File: src/rtl/ram2_stream_reader.sv
// rtl/ram2_stream_reader.sv - read-side master that sweeps the dataset RAM and streams 16-bit fields
//
// Purpose:
//   On a start pulse, reads rows 0..num_points-1 of the dataset RAM. Each row is
//   unpacked into num_features feature fields followed by the y field, and the
//   fields are sent one per beat over a valid/ready stream.
//
// Ports:
//   CLK, RST            clock; synchronous active-high reset
//   start               begin a sweep (honoured only while idle)
//   num_points          rows to read, clamped to DEPTH, latched at start
//   num_features        features per row, clamped to MAX_FEATURES, latched at start
//   ram_addr/oe/we      RAM control (we is tied low, the RAM is only read)
//   ram_data            RAM read data
//   out_data/feat/point field value, field index in row, row index
//   out_last            high on the y beat of a row
//   out_valid/out_ready stream handshake
//   busy                high whenever a sweep is in progress
//   done                one-cycle pulse when the sweep completes

module ram2_stream_reader #(
    parameter int ADDR_WIDTH   = 12,
    parameter int MAX_FEATURES = 15,
    parameter int LENGTH       = 16,
    parameter int DATA_WIDTH   = LENGTH * (MAX_FEATURES + 1),
    parameter int DEPTH        = 100,
    parameter int FEAT_BITS    = 4,
    parameter int WAIT_CYCLES  = 2
) (
    input  logic                  CLK,
    input  logic                  RST,
    input  logic                  start,
    input  logic [ADDR_WIDTH-1:0] num_points,
    input  logic [FEAT_BITS-1:0]  num_features,
    output logic [ADDR_WIDTH-1:0] ram_addr,
    output logic                  ram_oe,
    output logic                  ram_we,
    input  logic [DATA_WIDTH-1:0] ram_data,
    output logic [LENGTH-1:0]     out_data,
    output logic [FEAT_BITS-1:0]  out_feat,
    output logic [ADDR_WIDTH-1:0] out_point,
    output logic                  out_last,
    output logic                  out_valid,
    input  logic                  out_ready,
    output logic                  busy,
    output logic                  done
);

    localparam int CNT_W = (WAIT_CYCLES > 1) ? $clog2(WAIT_CYCLES) : 1;

    typedef enum logic [1:0] {
        S_IDLE   = 2'd0,
        S_WAIT   = 2'd1,
        S_STREAM = 2'd2,
        S_DONE   = 2'd3
    } state_t;

    state_t                state_q, state_d;
    logic [ADDR_WIDTH-1:0] addr_q,  addr_d;
    logic [ADDR_WIDTH-1:0] np_q,    np_d;
    logic [FEAT_BITS-1:0]  nf_q,    nf_d;
    logic [FEAT_BITS-1:0]  idx_q,   idx_d;
    logic [CNT_W-1:0]      cnt_q,   cnt_d;
    logic [DATA_WIDTH-1:0] row_q,   row_d;

    logic [ADDR_WIDTH-1:0] np_clamped;
    logic [FEAT_BITS-1:0]  nf_clamped;
    logic [LENGTH-1:0]     fields [MAX_FEATURES+1];
    logic [LENGTH-1:0]     field_sel;
    logic                  in_stream;
    logic                  y_beat;
    logic                  last_row;
    logic                  wait_over;

    // Configuration clamping. Compared at 32 bits so the check stays meaningful
    // whatever the port widths are relative to the limits.
    always_comb begin
        if (32'(num_points) > 32'(DEPTH)) begin
            np_clamped = ADDR_WIDTH'(DEPTH);
        end else begin
            np_clamped = num_points;
        end
        if (32'(num_features) > 32'(MAX_FEATURES)) begin
            nf_clamped = FEAT_BITS'(MAX_FEATURES);
        end else begin
            nf_clamped = num_features;
        end
    end

    // Row register viewed as an array of fields; slot MAX_FEATURES is always y,
    // regardless of how many features the sweep uses.
    always_comb begin
        for (int k = 0; k <= MAX_FEATURES; k++) begin
            fields[k] = row_q[LENGTH*k +: LENGTH];
        end
    end

    assign in_stream = (state_q == S_STREAM);
    assign y_beat    = (idx_q == nf_q);
    assign last_row  = (addr_q == (np_q - ADDR_WIDTH'(1)));
    assign wait_over = (cnt_q == CNT_W'(WAIT_CYCLES - 1));
    assign field_sel = y_beat ? fields[MAX_FEATURES] : fields[idx_q];

    // Next-state logic
    always_comb begin
        state_d = state_q;
        addr_d  = addr_q;
        np_d    = np_q;
        nf_d    = nf_q;
        idx_d   = idx_q;
        cnt_d   = cnt_q;
        row_d   = row_q;

        unique case (state_q)
            S_IDLE: begin
                if (start) begin
                    np_d   = np_clamped;
                    nf_d   = nf_clamped;
                    addr_d = '0;
                    idx_d  = '0;
                    cnt_d  = '0;
                    // An empty sweep finishes without touching the RAM.
                    state_d = (np_clamped == '0) ? S_DONE : S_WAIT;
                end
            end

            S_WAIT: begin
                // Address has been stable for WAIT_CYCLES edges on the capture edge.
                if (wait_over) begin
                    row_d   = ram_data;
                    idx_d   = '0;
                    state_d = S_STREAM;
                end else begin
                    cnt_d = cnt_q + CNT_W'(1);
                end
            end

            S_STREAM: begin
                if (out_ready) begin
                    if (y_beat) begin
                        idx_d = '0;
                        if (last_row) begin
                            state_d = S_DONE;
                        end else begin
                            addr_d  = addr_q + ADDR_WIDTH'(1);
                            cnt_d   = '0;
                            state_d = S_WAIT;
                        end
                    end else begin
                        idx_d = idx_q + FEAT_BITS'(1);
                    end
                end
            end

            S_DONE: begin
                // Park the address so the idle bus looks the same as after reset.
                addr_d  = '0;
                idx_d   = '0;
                state_d = S_IDLE;
            end

            default: begin
                state_d = S_IDLE;
            end
        endcase
    end

    // State registers
    always_ff @(posedge CLK) begin
        if (RST) begin
            state_q <= S_IDLE;
            addr_q  <= '0;
            np_q    <= '0;
            nf_q    <= '0;
            idx_q   <= '0;
            cnt_q   <= '0;
            row_q   <= '0;
        end else begin
            state_q <= state_d;
            addr_q  <= addr_d;
            np_q    <= np_d;
            nf_q    <= nf_d;
            idx_q   <= idx_d;
            cnt_q   <= cnt_d;
            row_q   <= row_d;
        end
    end

    // Outputs are decoded from registered state only; stream fields are zeroed
    // outside STREAM so idle/reset outputs are all zero.
    assign ram_addr  = addr_q;
    assign ram_oe    = (state_q == S_WAIT) || in_stream;
    assign ram_we    = 1'b0;
    assign out_valid = in_stream;
    assign out_data  = in_stream ? field_sel : '0;
    assign out_feat  = in_stream ? idx_q : '0;
    assign out_last  = in_stream && y_beat;
    assign out_point = addr_q;
    assign busy      = (state_q != S_IDLE);
    assign done      = (state_q == S_DONE);

endmodule

File: config.mk
export PLATFORM = sky130hd
export DESIGN_NAME = ram2_stream_reader
export DESIGN_NICKNAME = d
export VERILOG_FILES = /design/src/rtl/ram2_stream_reader.sv
export SDC_FILE = /design/constraint.sdc
export NUM_CORES = 1
export LEC_CHECK = 0
export ABC_CLOCK_PERIOD_IN_PS = 4200
export CORE_UTILIZATION = 41
export DETAILED_ROUTE_END_ITERATION = 10
export MAX_ROUTING_LAYER = met4
export PLACE_DENSITY = 0.78
export SYNTH_ARGS = -nofsm -noshare
export SYNTH_HDL_FRONTEND = slang
export SYNTH_SLANG_ARGS = --single-unit
File: constraint.sdc
create_clock -name CLK -period 4.2 [get_ports CLK]
set_input_delay 0.84 -clock CLK [delete_from_list [all_inputs] [get_ports CLK]]
set_output_delay 0.84 -clock CLK [all_outputs]
set_load 0.01 [all_outputs]
==> out/metrics.yaml <==
max-cap-violations: 0
wl_um: 47930
arrival_ns: 3.16
die_x_um: 180.5
combPwrFrac_pct: 19.8
yosys.area.top_type_share_pct: 44.57
first_global_vias: 11575
rows: 65
p_sw_share_pct: 28.48
grt_util_all_layers_pct: 29.39
htreeDepth: 1
clock_latency_ns: 0.56
ir_worst_vdd_v: 0.0003908
detail_route.wl_per_cell_um: 21.75
die_h_um: 180.5
antenna_found_initial: 0
numPortBuffers: 324
clock.fmax_mhz: 250.3
final.setup.tns_ns: 0
final.period_utilization_pct: 95.13
max_stage_delay_ns: 0.69
final_core_util_pct: 55.70
period_needed_ns: 3.996
drt_iter0_markers: 1272
drc: 0
avgViaCountPerCell: 5.664
detailed_place.area_um2: 16480
status: "finished clean"
place.gp.congestion: 1.021
clkTransAtPathRegs_ns: 0.06
cp_top_family: "multiplexers"
postLayoutCellArea_um2: 17530
start_util_pct: 41.53
p_switching_w: 0.002094
yosys_warnings: 0
rsz0062_at_grt: "no"
relSlewSlack_pct: 35.47
synth_common_cells: "nand2_1 (534), dfxtp_1 (291), a21oi_1 (270), clkbuf_1 (103), mux4_2 (80)"
crit_chain: "buf_4 -> mux4_2 -> mux4_2 -> mux2i_1 -> nor2_1 -> clkdlybuf4s50_1"
ys_seq_area_share_pct: 44.57
ios: 326
synthCells: 1541
critical_path_buf_inv_count: 2
tightest_slew_ns: 0.9679
ys_ff_latch: 291
gr-total-overflow: 0
min_path_cells: 2
hold_violations: 0
syn_to_final_growth_pct: 34.14
critPathLaunchType: "register"
cts_num_sinks: 291
setup_viol: 0
grt_max_degree: 190
ys_async_sr_fraction_pct: 0
critPathKind: "register to output port"
syn_area_um2: 13070
grt_pass1_wl_um: 70280
timing.critical_path.fanout_max: 34
dp_hpwl_um: 36100
drv_slew: 0
yosys.cell_types.count: 53
vias: 12483
hp-class: "register to register"
cts_tree: "built"
syn_avg_cell_area_um2: 8.482
antenna_cells: 0
drtAntennaViolNets: 0
fill_cells: 2805
synthTopCellsByArea: "dfxtp_1 (45%), nand2_1 (15%), mux4_2 (14%)"
crit_cells: 6
final_nets: 2063
numCtsBuffers: 30
cts-root-buf: "clkbuf_16"
core_area_um2: 31470
dieArea_um2: 32600
cts-resized-gates: 0
clockBufferDepth: 3
synth-edff-count: 0
yosysMostFrequentCell: "nand2_1"
skew_ns: 0.01197
p_int_w: 0.005257
post-synth-top-area-cell: "dfxtp_1"
crit_top_cell: "mux4_2"
drive_above_1_share_pct: 9.046
cellPowerDensity_nw_per_um2: 419.3
p_leak_nw: 5.752
ys.flop_type: "dfxtp_1"
cts_setup_buffers: 0
seqPwrFrac_pct: 42.0
critPathCaptureType: "output port"
cp_slowest_cell: "dfxtp_4"
syn-num-nets: 1825
clock_power_share_pct: 38.2
cts-hold-fix-buffers: 0
worstPathRequired_ns: 3.36
drtPass1Iterations: 7
worstRegToRegCells: 9
## placed cells by master, fill, tap and decap left out, types with 5 or more instances in the layout
| cell type | Yosys | layout |
|---|---|---|
| o31ai_1 | 5 | 5 |
| clkbuf_16 | 0 | 31 |
| xor2_1 | 9 | 9 |
| xnor2_1 | 9 | 9 |
| buf_4 | 14 | 10 |
| nor2_1 | 48 | 48 |
| dfxtp_1 | 291 | 289 |
| and2_1 | 6 | 5 |
| and3_1 | 6 | 6 |
| nand2_1 | 534 | 533 |
| nand3_1 | 14 | 14 |
| nor3_1 | 16 | 16 |
| mux4_2 | 80 | 80 |
| a21oi_1 | 270 | 270 |
| clkinv_2 | 0 | 5 |
| mux2i_1 | 17 | 17 |
| ha_1 | 8 | 8 |
| clkbuf_8 | 0 | 9 |
| o21ai_0 | 10 | 10 |
| inv_1 | 18 | 18 |
| buf_12 | 0 | 7 |
| clkdlybuf4s50_1 | 0 | 323 |
| nand4_1 | 6 | 6 |
| or3_1 | 9 | 9 |
| a211oi_1 | 7 | 7 |
## power groups by stage
| stage | combinational (W) | clock, W | sequential [W] |
|---|---|---|---|
| after global placement | 0.00141 | 0 | 0.00314 |
| after CTS | 0.00144 | 0.00283 | 0.00308 |
| final | 0.00145 | 0.00281 | 0.00309 |
| after detailed placement | 0.00143 | 0 | 0.00314 |
| after global routing | 0.00157 | 0.00294 | 0.00310 |
| after floorplan | 0.000862 | 0 | 0.00306 |
## path summary, 6_finish.rpt
kind / from / end / slack (ns)
setup / recovery: idx_q[1] / out_data[14] / 0.20
hold / removal: row_q[34] / row_q[34] / 0.45
setup reg to reg: idx_q[0] / out_point[2] / 1.29
hold reg to reg: row_q[34] / row_q[34] / 0.45
## worst reg2reg max path: cells and delay by family, from the launching register on
kind	cells	cell delay [ns]
AOI/OAI and AO/OA	4	0.98
xor gates and xnor gates	1	0.16
buffers and inverters	2	0.54
DFF	1	0.48
and+or+nand+nor	2	0.63
## final cells by class
type	instances	area, µm²	area share (%)
clock buffers	42	897.1	5.117
clock inverters	13	156.4	0.8921
inverters	18	67.56	0.3854
multi-input cells	1097	6613	37.72
flip-flops and latches	291	5833	33.27
well taps	402	503.0	2.869
repair buffers	341	3462	19.75
## kinds of logic (layout without fill, tap and decap cells)
group / after synthesis / count (layout) / share of synthesized area [%]
xor+xnor: 19 / 19 / 1.331
compound gates: 317 / 317 / 13.12
mux: 97 / 97 / 15.09
other cells: 1 / 1 / 0.02869
fa+ha+maj: 8 / 8 / 0.7659
flops: 291 / 291 / 44.57
buf+inv: 153 / 414 / 4.911
simple gates: 655 / 655 / 20.19
## stage by stage
stage               power, W  setup WS, ns  instances  hold WS (ns)
finish              0.007351        0.2043       2204        0.4545
global route        0.007603       0.04080       2204        0.4730
CTS                 0.007349        0.1833       2204        0.4556
detailed placement  0.004576        0.7803       2149        0.4467
global placement    0.004549        0.7842       2149        0.4422
floorplan           0.003922         1.039       1541        0.4331
## registers in the layout (all words and copies together) (netlist names)
signal / cells
cnt_q: 1
idx_q: 4
nf_q: 4
out_point: 12
row_q: 256
state_q: 2
np_q: 12
## metal layers
metal  share of wire [%]  global-route usage, %  up-vias
li1                    -                      -     5712
met1                  39                  36.77     5955
met2                  46                  45.12      696
met3                 9.3                  5.174      120
met4                 6.1                  16.14        0
met5                   0                      -        -
Note: power is estimated with default switching activity, not from simulation.
